`src/rtl/mips_pkg.sv`:
```
// Shared types for the MIPS pipeline front end: fetch FSM encoding and the
// IF/ID pipeline register layout.
package mips_pkg;

    localparam logic [31:0] NOP_INSTR = 32'h0000_0000;

    typedef enum logic [2:0] {
        IDLE,
        REQ,
        WAIT,
        HOLD,
        DROP
    } fetch_state_t;

    typedef struct packed {
        logic        valid;
        logic [31:0] pc;
        logic [31:0] pc_plus4;
        logic [31:0] instr;
    } ifid_t;

    // A bubble keeps the PC fields so downstream debug still sees the last address.
    function automatic ifid_t ifid_bubble(input ifid_t cur);
        ifid_t b;
        b       = cur;
        b.valid = 1'b0;
        b.instr = NOP_INSTR;
        return b;
    endfunction

endpackage

```
`src/rtl/if_id_reg.sv`:
```
// IF/ID pipeline register; resolves kill / load / flush / stall in that
// priority order, with reset above all of them.
module if_id_reg
    import mips_pkg::*;
(
    input  logic  clk,
    input  logic  rst,
    input  logic  load,
    input  ifid_t load_data,
    input  logic  kill,
    input  logic  flush,
    input  logic  stall,
    output ifid_t ifid
);

    ifid_t ifid_q;
    ifid_t ifid_d;

    always_comb begin
        ifid_d = ifid_q;
        if (kill) begin
            ifid_d = ifid_bubble(ifid_q);
        end else if (load) begin
            ifid_d = load_data;
        end else if (flush || !stall) begin
            // flush wins over stall; with neither, the slot empties
            ifid_d = ifid_bubble(ifid_q);
        end
    end

    always_ff @(posedge clk) begin
        if (rst) begin
            ifid_q <= '0;
        end else begin
            ifid_q <= ifid_d;
        end
    end

    assign ifid = ifid_q;

endmodule

```
`src/rtl/fetch_stage.sv`:
```
// Instruction fetch stage: owns the PC, keeps one instruction-memory request
// in flight, buffers a response that lands during a stall, and feeds IF/ID.
module fetch_stage
    import mips_pkg::*;
#(
    parameter logic [31:0] RESET_PC = 32'h0000_0000
) (
    input  logic         clk,
    input  logic         rst,
    input  logic         stall,
    input  logic         flush,
    input  logic         redirect_valid,
    input  logic [31:0]  redirect_pc,
    output logic         imem_req_valid,
    input  logic         imem_req_ready,
    output logic [31:0]  imem_req_addr,
    input  logic         imem_resp_valid,
    input  logic [31:0]  imem_resp_data,
    output logic         ifid_valid,
    output logic [31:0]  ifid_pc,
    output logic [31:0]  ifid_pc_plus4,
    output logic [31:0]  ifid_instr,
    output fetch_state_t dbg_state
);

    // Request handshake: a request transfers on a cycle where imem_req_valid
    // and imem_req_ready are both high. While valid waits for ready the
    // address is held, except that a redirect retargets it. Responses are
    // only accepted in WAIT/DROP; anything returned in IDLE or REQ is ignored.

    fetch_state_t state_q, state_d;
    logic [31:0]  pc_q, pc_d;
    logic [31:0]  fetch_pc_q, fetch_pc_d;
    logic [31:0]  hold_q, hold_d;
    logic         load;
    logic         kill;
    ifid_t        load_data;
    ifid_t        ifid;
    logic         handshake;

    assign handshake = (state_q == REQ) && imem_req_ready;

    always_comb begin
        state_d            = state_q;
        pc_d               = pc_q;
        fetch_pc_d         = fetch_pc_q;
        hold_d             = hold_q;
        load               = 1'b0;
        kill               = 1'b0;
        load_data.valid    = 1'b1;
        load_data.pc       = fetch_pc_q;
        load_data.pc_plus4 = fetch_pc_q + 32'd4;
        load_data.instr    = imem_resp_data;

        case (state_q)
            IDLE: state_d = REQ;
            REQ: begin
                if (handshake) begin
                    fetch_pc_d = pc_q;
                    pc_d       = pc_q + 32'd4;
                    state_d    = WAIT;
                end
            end
            WAIT: begin
                if (imem_resp_valid) begin
                    if (!stall) begin
                        load    = 1'b1;
                        state_d = REQ;
                    end else begin
                        hold_d  = imem_resp_data;
                        state_d = HOLD;
                    end
                end
            end
            HOLD: begin
                if (!stall) begin
                    load            = 1'b1;
                    load_data.instr = hold_q;
                    state_d         = REQ;
                end
            end
            DROP: begin
                if (imem_resp_valid) begin
                    state_d = REQ;
                end
            end
            default: state_d = IDLE;
        endcase

        // A redirect overrides everything; an in-flight request whose response
        // is still to come must be swallowed in DROP.
        if (redirect_valid) begin
            pc_d   = redirect_pc;
            load   = 1'b0;
            kill   = 1'b1;
            hold_d = NOP_INSTR;
            case (state_q)
                REQ:     state_d = handshake ? DROP : REQ;
                WAIT:    state_d = imem_resp_valid ? REQ : DROP;
                DROP:    state_d = DROP;
                default: state_d = REQ;
            endcase
        end
    end

    always_ff @(posedge clk) begin
        if (rst) begin
            state_q    <= IDLE;
            pc_q       <= RESET_PC;
            fetch_pc_q <= RESET_PC;
            hold_q     <= NOP_INSTR;
        end else begin
            state_q    <= state_d;
            pc_q       <= pc_d;
            fetch_pc_q <= fetch_pc_d;
            hold_q     <= hold_d;
        end
    end

    if_id_reg u_if_id_reg (
        .clk       (clk),
        .rst       (rst),
        .load      (load),
        .load_data (load_data),
        .kill      (kill),
        .flush     (flush),
        .stall     (stall),
        .ifid      (ifid)
    );

    assign imem_req_valid = (state_q == REQ);
    assign imem_req_addr  = pc_q;
    assign ifid_valid     = ifid.valid;
    assign ifid_pc        = ifid.pc;
    assign ifid_pc_plus4  = ifid.pc_plus4;
    assign ifid_instr     = ifid.instr;
    assign dbg_state      = state_q;

endmodule

```
`config.mk`:
```
export PLATFORM = sky130hd
export DESIGN_NAME = fetch_stage
export DESIGN_NICKNAME = d
export VERILOG_FILES = /design/src/rtl/mips_pkg.sv /design/src/rtl/if_id_reg.sv /design/src/rtl/fetch_stage.sv
export SDC_FILE = /design/constraint.sdc
export NUM_CORES = 1
export LEC_CHECK = 0
export ABC_AREA = 1
export CAP_MARGIN = 30
export CORE_AREA = 2 2 161 163
export DETAILED_ROUTE_END_ITERATION = 8
export DIE_AREA = 0 0 163 165
export GPL_TIMING_DRIVEN = 0
export PLACE_DENSITY = 0.64
export RECOVER_POWER = 100
export SYNTH_ARGS = -nofsm -noshare
export SYNTH_HDL_FRONTEND = slang
export SYNTH_SLANG_ARGS = --single-unit
```
`constraint.sdc`:
```
create_clock -name clk -period 1.9 [get_ports clk]
set_input_delay 0.38 -clock clk [delete_from_list [all_inputs] [get_ports clk]]
set_output_delay 0.38 -clock clk [all_outputs]
set_load 0.05 [all_outputs]
```
After elaboration in Yosys (flattened, before gate mapping). Index checks and enable logic that the tools add are counted.

Register bits after elaboration: 196. Input port bits: 71. Output and inout port bits: 133. Logic and storage cells: 55.

Add/sub/neg operators: 2. Eq/ne operators: 8. Mux-type cells: 22. Bitwise logic cells: 1. Reduce and logical (&&, ||, !) cells: 14.

Operators by type and width (count): $mux 97 (2); $mux 32 (5); $add 32x3->32 const B (2); $mux 3 (7); $pmux 3 s5 (1); $ne 3x3->1 const B (3); $pmux 3 s3 (1); $reduce_and 2->1 (4); $eq 3x2->1 const B (2); $reduce_bool 2->1 (3); $mux 1 (4); $reduce_and 4->1 (1); $reduce_or 2->1 (2); $eq 3x1->1 const B (1); $eq 3x3->1 const B (1); $logic_not 3->1 (1); $ne 3x2->1 const B (1); $mux 2 (1); $pmux 1 s2 (1); $logic_and 1x1->1 (1); $logic_not 1->1 (1); $logic_or 1x1->1 (1); $not 1->1 (1).

Logic depth before layout (Yosys ltp). Gate-level depths: netlist of the first run.

Depth after elaboration: 5. Depth in mapped cells: 11. Gate-level depth less buffers: 10.

Modules after synthesis. Synthesis of the first run repeated with hierarchy kept, for this count alone.

Cell total of the unflattened synthesis: 1368. Area, all modules: 9497.9 µm².

By module, submodules not included: fetch_stage (instances 1, cells each 940, area each 6047.0 µm², seq. area each 1981.9 µm²); if_id_reg (instances 1, cells each 428, area each 3450.8 µm², seq. area each 1941.9 µm²).

Least setup slack after synthesis of the first run. OpenSTA, ideal clock, no wires.

Path kind: reg2reg. Start: register state_q[0], in the netlist dbg_state[0]. End: register pc_q[8], in the netlist imem_req_addr[8]. Library setup time: 0.128 ns. Arrival time: 1.768 ns. Data required time: 1.772 ns. Path slack: 0.005 ns. Stages on the path, launching flop included: 9. Path buffers: 1. Period minus slack after synthesis: 1.895 ns. Cell sequence: dfxtp_1 > nand3_2 > inv_2 > nand2_2 > nand2_1 > buf_4 > o21ai_0 > a21oi_1 > nor2_1.

Word-level cells in the longest chain between the ends: 4. Elaborated cells between the ends (all ways): 5. Those cells by class: 1 x eq/ne; 4 x reduce/logical.

Ends and longest elaborated chain: start: declaration (line fetch_stage.sv:31) `fetch_state_t state_q, state_d;`; start signal: assignment (line fetch_stage.sv:113) `state_q <= state_d;`; $eq 3x1->1 (*); net imem_req_valid (line fetch_stage.sv:14) `output logic imem_req_valid,`; $logic_and 1x1->1 (line fetch_stage.sv:41) `assign handshake = (state_q == REQ) && imem_req_ready;`; $reduce_bool 2->1 (no source line); $reduce_and 2->1 (no source line) (*); end signal: assignment (line fetch_stage.sv:114) `pc_q <= pc_d;`; end: declaration (line fetch_stage.sv:32) `logic [31:0] pc_q, pc_d;`.

The timed path passes the listed nets; every way through them passes the cells marked *. A chain may end at the register's enable or synchronous reset.

Final worst setup path of the first run.
Start: register pc_q[7], in the netlist imem_req_addr[7]. End: output imem_req_addr[7].

RTL lines: end: declaration (line fetch_stage.sv:16) `output logic [31:0] imem_req_addr,`.

No word-level cell between the ends.

==> impl_metrics.toml, run 1 <==
[timing]
grt_setup_unrepaired = "no"
min_period_over_period_pct = 98.3
slew_headroom_pct = 51.0
setup_violations = 0
max_freq_mhz = 536
worstMarginPinSlew_ns = 0.736
setup_slack_ns = 0.0331
fin_crit_ns = 1.87
clock_skew_ns = 0.0132
drv_slew = 0
hold_viol = 0

[grt]
grt.total_usage_pct = 24.2
use_met2_pct = 39.0
grt_first_pass_wirelength_um = 50300
grt_max_degree = 20
grt.busiest_layer = "met2"
globalRouteOverflowTotal = 0
use_met3_pct = 3.59
antenna_found_initial = 0
grt_pass1_vias = 9203
globalRouteMet1Util_pct = 33.5

[critical_path]
critPathKind = "reg2out"
arrival_ns = 1.49
crit_path_start_kind = "flip-flop"
slowest_stage = "dlygate4sd2_1"
crit_buf_inv = 1
slowest_delay_ns = 0.58
worstSetupEndpointType = "output port"
r2r_start = "fetch_pc_q[10]"
crit_chain = "dlygate4sd2_1"
cp_max_fo = 5
cp_top_family = "buffers and inverters"
cp.required_ns = 1.52
cp-startpoint = "imem_req_addr[7]"

[place]
portBuffers = 201
place_congestion = 0.921
dp_worst_setup_slack_ns = -0.388
hpwl_um = 24700

[layout]
multiInputGateArea_mm2 = 0.00464
utilization_pct = 49.2
area_growth_pct = 31.0
seq_area_mm2 = 0.00389
finalNetCount = 1706
diodes = 0
drive_gt1_share_pct = 6.93
fillers = 2634

[synth]
synth_most_common_cell = "nand2_1"
synth_edf_count = 0
avgSynthCellArea_um2 = 6.65
ys_warn_count = 0
yosysSeqAreaShare_pct = 41.3
syn_inst = 1412
syn_area_mm2 = 0.00939
synth_top_area_share_pct = 41.3
yosys_most_used_dff = "dfxtp_1"
netlist.top_cell.by_area = "dfxtp_1"
yosys.cell_types.count = 34
synth.area.top_cells = "dfxtp_1 (41%), nand2_1 (12%), nor2_1 (10%)"
ys_seq_elements = 194
synthArstFlopShare_pct = 0
synth_commonest_cells = "nand2_1 (300), nor2_1 (250), dfxtp_1 (194)"
synth_nets = 1485

[route]
routed_wl_um = 32500
wl_per_cell_um = 16.4
ant_nets = 0
dr_total_vias = 10000
drc = 0
drt-pass1-iter-count = 5
post_drt_via_cell_ratio = 5.06
drtIter0Drc = 780

[floorplan]
die-area_mm2 = 0.0269
rows = 58
io_pins = 204
core_mm2 = 0.0250
die-width_um = 163
die_h_um = 165
initial_core_util_pct = 37.5

[clock_tree]
cts-root-buf = "clkbuf_16"
cts_htree_levels = 4
clkTransAtPathRegs_ns = 0.08
cts_inserted_buffers = 17
cts_num_sinks = 194
clk_path_buf_depth = 2
clock_latency_ns = 0.44
cts_tree = "yes"

[flow_run]
maxCapViolations = 0

[min_path]
hold_class = "reg2reg"
hp-start = "fetch_pc_q[0]"

[power]
power_density_mw_per_mm2 = 779
p_leak_uw = 0.00518
peakVddDrop_mv = 0.409

[outcome]
status = "completed"
-- cell usage in the layout (no fill, tap or decap), types with 8 or more instances in the layout --
cell	n
nor2_2	10
inv_1	125
nand2_1	301
nor2_1	248
a211oi_1	33
o21ai_0	124
clkdlybuf4s50_1	67
dlygate4sd2_1	127
clkbuf_1	38
clkbuf_16	17
a21oi_1	139
buf_4	11
nand3_1	69
clkbuf_2	8
xor2_1	8
dfxtp_1	191
buf_2	21
nor3_1	33
-- layer usage --
metal | part of all wire (%) | wire (um) | vias to the layer above
met5 | 0 | 0 | -
met4 | 1.8 | 573 | 0
met3 | 6.8 | 2210 | 36
met2 | 45 | 14600 | 369
met1 | 46 | 15100 | 4597
li1 | - | - | 4999
-- cell families (layout without fill, tap and decap cells) --
| family | after synthesis | after routing | synth area share, % |
|---|---|---|---|
| AO/OA/AOI/OAI | 308 | 308 | 17.7 |
| XOR/XNOR | 15 | 15 | 1.40 |
| adder cells (fa/ha/maj) | 2 | 2 | 0.266 |
| buffers and inverters | 210 | 444 | 9.52 |
| flip-flops | 194 | 194 | 41.3 |
| AND/OR/NAND/NOR | 683 | 683 | 29.8 |
-- stage by stage --
stage               hold WS, ns  power [uW]  instance area [um2]  instances  TNS [ns]
detailed placement        0.447        5770                11800       1943    -27.46
finish                    0.459        9590                12300       1976         0
floorplan                 0.434        5210                 9390       1412         0
global placement          0.445        5770                11800       1943    -29.86
CTS                       0.330        9640                12300       1975         0
global route              0.483        9940                12300       1976         0
-- state kept, by name (all words and copies together) (netlist names) --
signal	flops
imem_req_addr	32
u_if_id_reg.ifid	95
hold_q	32
dbg_state	3
fetch_pc_q	32
-- layout make-up --
| cell class | count | area share [%] |
|---|---|---|
| clock buffers | 17 | 3.46 |
| clock inverters | 15 | 1.73 |
| well taps | 330 | 3.35 |
| repair buffers | 202 | 15.0 |
| inverters | 131 | 4.03 |
| plain buffers | 79 | 3.15 |
| flip-flops and latches | 194 | 31.6 |
| multi-input cells | 1008 | 37.7 |
-- final timing paths --
kind | slack [ns] | depth (start not counted) | end
worst min register to register | 0.46 | 2 | u_if_id_reg.ifid[32]
worst max-delay path | 0.03 | 1 | imem_req_addr[7]
worst max register to register | 0.15 | 10 | u_if_id_reg.ifid[51]
worst min-delay path | 0.46 | 2 | u_if_id_reg.ifid[32]
-- report_power, final --
part           internal (uW)  switching (uW)  leakage (uW)  total (uW)
Sequential              4200             187       0.00158        4390
Combinational            413             833       0.00329        1250
Clock                   2150            1810      0.000314        3960
Total                   6760            2830       0.00518        9590
-- repair_timing --
| action | CTS | global route |
|---|---|---|
| gates resized for setup | 145 | 21 |
| endpoints found under the setup margin | 139 | 51 |
| buffers inserted | 0 | 1 |
| hold buffers | 0 | 0 |
No activity file was read; power rests on OpenSTA's default activity.
==> run 2: changes to the inputs <==
--- a/config.mk
+++ b/config.mk
@@ -11,8 +11,9 @@
 export DETAILED_ROUTE_END_ITERATION = 8
 export DIE_AREA = 0 0 163 165
 export GPL_TIMING_DRIVEN = 0
+export MAX_ROUTING_LAYER = met4
 export PLACE_DENSITY = 0.64
-export RECOVER_POWER = 100
+export SLEW_MARGIN = 30
 export SYNTH_ARGS = -nofsm -noshare
 export SYNTH_HDL_FRONTEND = slang
 export SYNTH_SLANG_ARGS = --single-unit
==> run 2 against run 1 <==
Against the previous run: clock power shrank 3%; global-route usage grew 0.39 points; non-clock buffer count fell by 1; critical path depth is the same; clock skew up 0.0040 ns; sequential cell count unchanged; first-iteration DRC count is 3.2% higher; hold slack got worse by 0.12 ns; combinational power barely moved; utilization increased by 0.065 points; die area unchanged.
==> impl_metrics.toml, run 2 (synthesis results as in run 1) <==
[critical_path]
worstSetupEndpointType = "output port"
slowest_stage = "dlygate4sd2_1"
crit_chain = "dlygate4sd2_1"
slowest_delay_ns = 0.57
critPathKind = "reg2out"
arrival_ns = 1.50
cp_top_family = "buffers and inverters"
cp_max_fo = 5
cp.required_ns = 1.52
crit_buf_inv = 1
crit_path_start_kind = "flip-flop"

[place]
hpwl_um = 24800
place_congestion = 0.939
post_dp_cell_area_mm2 = 0.0118
dp_worst_setup_slack_ns = -0.383
portBuffers = 201

[layout]
final_common_cell = "nand2_1"
drive_gt1_share_pct = 7.72
finalNetCount = 1705
largest_reg_flops = 95
diodes = 0
design_area_mm2 = 0.0123
utilization_pct = 49.2
area_growth_pct = 31.2
final_cell_mix = "nand2_1 (299), nor2_1 (247), dfxtp_1 (191), a21oi_1 (139), dlygate4sd2_1 (127)"

[clock_tree]
clkTransAtPathRegs_ns = 0.08
clk_path_buf_depth = 2
cts_inserted_buffers = 17
cts_hold_buffers = 0
cts_htree_levels = 4
cts_num_sinks = 194
postCtsSetupBuffers = 0
clock_latency_ns = 0.44
cts-root-buf = "clkbuf_16"
cts_tree = "yes"

[timing]
drv_slew = 0
grt_setup_unrepaired = "no"
min_period_over_period_pct = 98.9
hold-worst-slack_ns = 0.335
clock_skew_ns = 0.0172
setup_violations = 0
worstMarginPinSlew_ns = 0.739
fin_crit_ns = 1.88
max_freq_mhz = 532
setup_slack_ns = 0.0217
hold_viol = 0
setup_tns_ns = 0
slew_headroom_pct = 50.7

[power]
swShare_pct = 29.7
p_leak_uw = 0.00518
seqPwrFrac_pct = 46.3
power_density_mw_per_mm2 = 770
peakVddDrop_mv = 0.458
p_sw_uw = 2820
comb_power_share_pct = 13.3
p_int_uw = 6670
power.share.clock_pct = 40.4

[floorplan]
die-area_mm2 = 0.0269
io_pins = 204
die_h_um = 165
initial_core_util_pct = 37.5
rows = 58
core_mm2 = 0.0250
die-width_um = 163

[route]
routed_wl_um = 32300
dr_total_vias = 9898
ant_nets = 0
drtIter0Drc = 805
drc = 0
wl_per_cell_um = 16.4
drt-pass1-iter-count = 5
post_drt_via_cell_ratio = 5.01

[grt]
grt_first_pass_wirelength_um = 49600
antenna_found_initial = 0
grt.total_usage_pct = 24.6
grt_pass1_vias = 9141
grt_max_degree = 20
globalRouteOverflowTotal = 0

[outcome]
status = "completed"

[min_path]
hold_class = "in2reg"

[flow_run]
maxCapViolations = 0
## run 2: cell count changes in the layout (fill, tap and decap cells not counted), moves of 3 or more
cell | previous run | this run
clkdlybuf4s15_1 | 4 | 1
clkbuf_1 | 38 | 32
buf_2 | 21 | 25
inv_8 | 4 | 1
## run 2: worst reg2reg max path: stages, from the launching register on
cell and delay [ns]:
dfxtp_1 0.42, ha_1 0.20, nand2_1 0.08, nor2_2 0.21, nand2_1 0.17, nor2_1 0.26
nand2_1 0.11, nand3_1 0.12, a21oi_1 0.07
## run 2: cell type report
type	count	area (um2)
clock inverters	14	189
fillers	2662	12700
clock buffers	18	439
repair buffers	201	1840
flip-flops and latches	194	3890
inverters	131	497
well taps	330	413
multi-input cells	1008	4650
plain buffers	79	412
## run 2: power by group through the flow
stage | Clock [uW] | Sequential, uW | Combinational, uW
final | 3830 | 4390 | 1260
after global routing | 4070 | 4410 | 1370
after CTS | 3880 | 4390 | 1260
after detailed placement | 0 | 4480 | 1290
after global placement | 0 | 4480 | 1290
after floorplan | 0 | 4630 | 580
## run 2: timing repair
item	CTS	global route
endpoints found under the setup margin	138	50
gates resized for setup	144	28
cloned	0	0
## run 2: worst paths after layout
path	start	to	slack [ns]	depth (start not counted)
setup / recovery	imem_req_addr[7]	imem_req_addr[7]	0.02	1
hold / removal	rst	dbg_state[0]	0.34	3
setup reg to reg	imem_req_addr[3]	imem_req_addr[16]	0.12	8
hold reg to reg	u_if_id_reg.ifid[35]	u_if_id_reg.ifid[35]	0.46	2
## run 2: layer usage
metal	track usage [%]	vias up	routed length, um
met1	32.6	4541	15300
met4	6.96	0	629
met3	3.77	40	1850
li1	-	5007	-
met2	39.0	310	14500
met5	-	-	0
## run 2: stage by stage
stage / cells / power [uW]
2_1_floorplan: 1412 / 5210
3_3_place_gp: 1943 / 5770
3_5_place_dp: 1943 / 5770
4_1_cts: 1975 / 9530
5_1_grt: 1975 / 9850
6_report: 1975 / 9490
==> run 3: changes to the inputs <==
--- a/config.mk
+++ b/config.mk
@@ -13,6 +13,7 @@
 export GPL_TIMING_DRIVEN = 0
 export MAX_ROUTING_LAYER = met4
 export PLACE_DENSITY = 0.64
+export REMOVE_ABC_BUFFERS = 1
 export SLEW_MARGIN = 30
 export SYNTH_ARGS = -nofsm -noshare
 export SYNTH_HDL_FRONTEND = slang
==> run 3 against run 2 <==
Against the previous run: sequential cell count unchanged; register-to-register slack about the same; die area is the same; fmax increased by 1.1%; via count decreased by 4.2%; final area is 1.3% lower; critical path depth stayed put; clock-buffer cell count is 2 higher; highest routed layer unchanged.
==> impl_metrics.toml, run 3 (synthesis results as in run 1) <==
[timing]
clock_skew_ns = 0.0115
fin_crit_ns = 1.86
worstMarginPinSlew_ns = 0.624
min_period_over_period_pct = 97.8
drv_slew = 0
setup_slack_ns = 0.0412
slew_headroom_pct = 58.4
max_freq_mhz = 538
setup_violations = 0
grt_setup_unrepaired = "no"
hold_viol = 0
setup_tns_ns = 0

[place]
portBuffers = 203
placed_cells = 1874
dp_worst_setup_slack_ns = -1.11
post_dp_cell_area_mm2 = 0.0116
hpwl_um = 19600
place_congestion = 0.877

[clock_tree]
cts_tree = "yes"
cts_num_sinks = 194
cts_htree_levels = 4
clk_path_buf_depth = 2
clock_latency_ns = 0.43
cts_hold_buffers = 0
cts_inserted_buffers = 17
cts-root-buf = "clkbuf_16"
clkTransAtPathRegs_ns = 0.07

[layout]
diodes = 0
drive_gt1_share_pct = 6.31
largest_reg_flops = 95
final_cell_mix = "nand2_1 (298), nor2_1 (245), dfxtp_1 (191), a21oi_1 (139), dlygate4sd2_1 (131)"
finalNetCount = 1644
design_area_mm2 = 0.0122
area_growth_pct = 29.5
utilization_pct = 48.6
fillers = 2615
final_common_cell = "nand2_1"
layoutNonFillerInstCount = 1914

[floorplan]
die-width_um = 163
rows = 58
die-area_mm2 = 0.0269
die_h_um = 165
initial_core_util_pct = 37.5
core_mm2 = 0.0250
io_pins = 204

[grt]
grt_max_degree = 79
globalRouteOverflowTotal = 0
grt_pass1_vias = 8753
grt_first_pass_wirelength_um = 45200
grt.total_usage_pct = 21.6
antenna_found_initial = 0

[critical_path]
cp.required_ns = 1.52
r2r_start = "dbg_state[1]"
cp_top_family = "buffers and inverters"
slowest_delay_ns = 0.57
crit_chain = "dlygate4sd2_1"
crit_path_start_kind = "flip-flop"
cp-startpoint = "imem_req_addr[23]"
cp_max_fo = 5
critPathKind = "reg2out"
slowest_stage = "dlygate4sd2_1"
arrival_ns = 1.48
crit_buf_inv = 1
worstSetupEndpointType = "output port"

[power]
seqPwrFrac_pct = 48.2
power_density_mw_per_mm2 = 752
peakVddDrop_mv = 0.556
power.share.clock_pct = 38.5
p_sw_uw = 2640
swShare_pct = 28.9
p_int_uw = 6500
comb_power_share_pct = 13.3
p_leak_uw = 0.00506

[min_path]
hp-start = "rst"
hold_class = "in2reg"

[route]
post_drt_via_cell_ratio = 4.96
drt-pass1-iter-count = 5
ant_nets = 0
dr_total_vias = 9486
wl_per_cell_um = 14.9
routed_wl_um = 28600
drc = 0
drtIter0Drc = 670

[flow_run]
maxCapViolations = 0

[outcome]
status = "completed"
## run 3: path summary, 6_finish.rpt
kind	cells after the start	to	slack (ns)
max	1	imem_req_addr[23]	0.04
min	2	u_if_id_reg.ifid[82]	0.36
max reg2reg	11	u_if_id_reg.ifid[55]	0.13
min reg2reg	2	hold_q[17]	0.46
## run 3: routing by layer
layer | vias to the layer above | part of all wire (%) | global-route usage, %
met4 | 0 | 1.8 | 5.95
met2 | 273 | 47 | 35.9
met1 | 4315 | 47 | 27.8
met3 | 30 | 4.7 | 2.74
met5 | - | 0 | -
li1 | 4868 | - | -
## run 3: layout make-up
| cell class | instances | area [um2] | share of cell area, % |
|---|---|---|---|
| multi-input cells | 1009 | 4690 | 38.6 |
| inverters | 131 | 514 | 4.23 |
| flip-flops and latches | 194 | 3890 | 31.9 |
| clock inverters | 12 | 108 | 0.884 |
| well taps | 330 | 413 | 3.39 |
| clock buffers | 20 | 457 | 3.75 |
| repair buffers | 218 | 2090 | 17.2 |
## run 3: metrics by stage
step           total power (uW)  hold WS (ns)
4_1_cts                    9200         0.358
3_5_place_dp               5730         0.448
6_report                   9140         0.358
5_1_grt                    9510         0.373
3_3_place_gp               5680         0.445
2_1_floorplan              5120         0.432
## run 3: repair_timing
| item | CTS | global route |
|---|---|---|
| gates cloned | 0 | 1 |
| hold endpoints to repair | 0 | 0 |
| setup endpoints to repair | 224 | 81 |
| pin swaps | 1 | 2 |
| gates resized for setup | 144 | 19 |
| buffers inserted | 1 | 6 |
## run 3: worst reg2reg max path, cell delays in order (launching register included)
cell	delay, ns
dfxtp_2	0.38
inv_1	0.10
nor2_4	0.18
o211ai_4	0.12
buf_8	0.19
buf_8	0.18
buf_8	0.17
nor2_2	0.13
nand3_1	0.08
nand3_1	0.07
nand2_1	0.05
inv_1	0.06
## run 3: power groups by stage
stage	clock network [uW]	logic [uW]	registers (uW)
2_1_floorplan	0	482	4640
3_5_place_dp	0	1240	4500
5_1_grt	3740	1340	4420
6_report	3520	1220	4410
3_3_place_gp	0	1180	4500
4_1_cts	3600	1200	4400
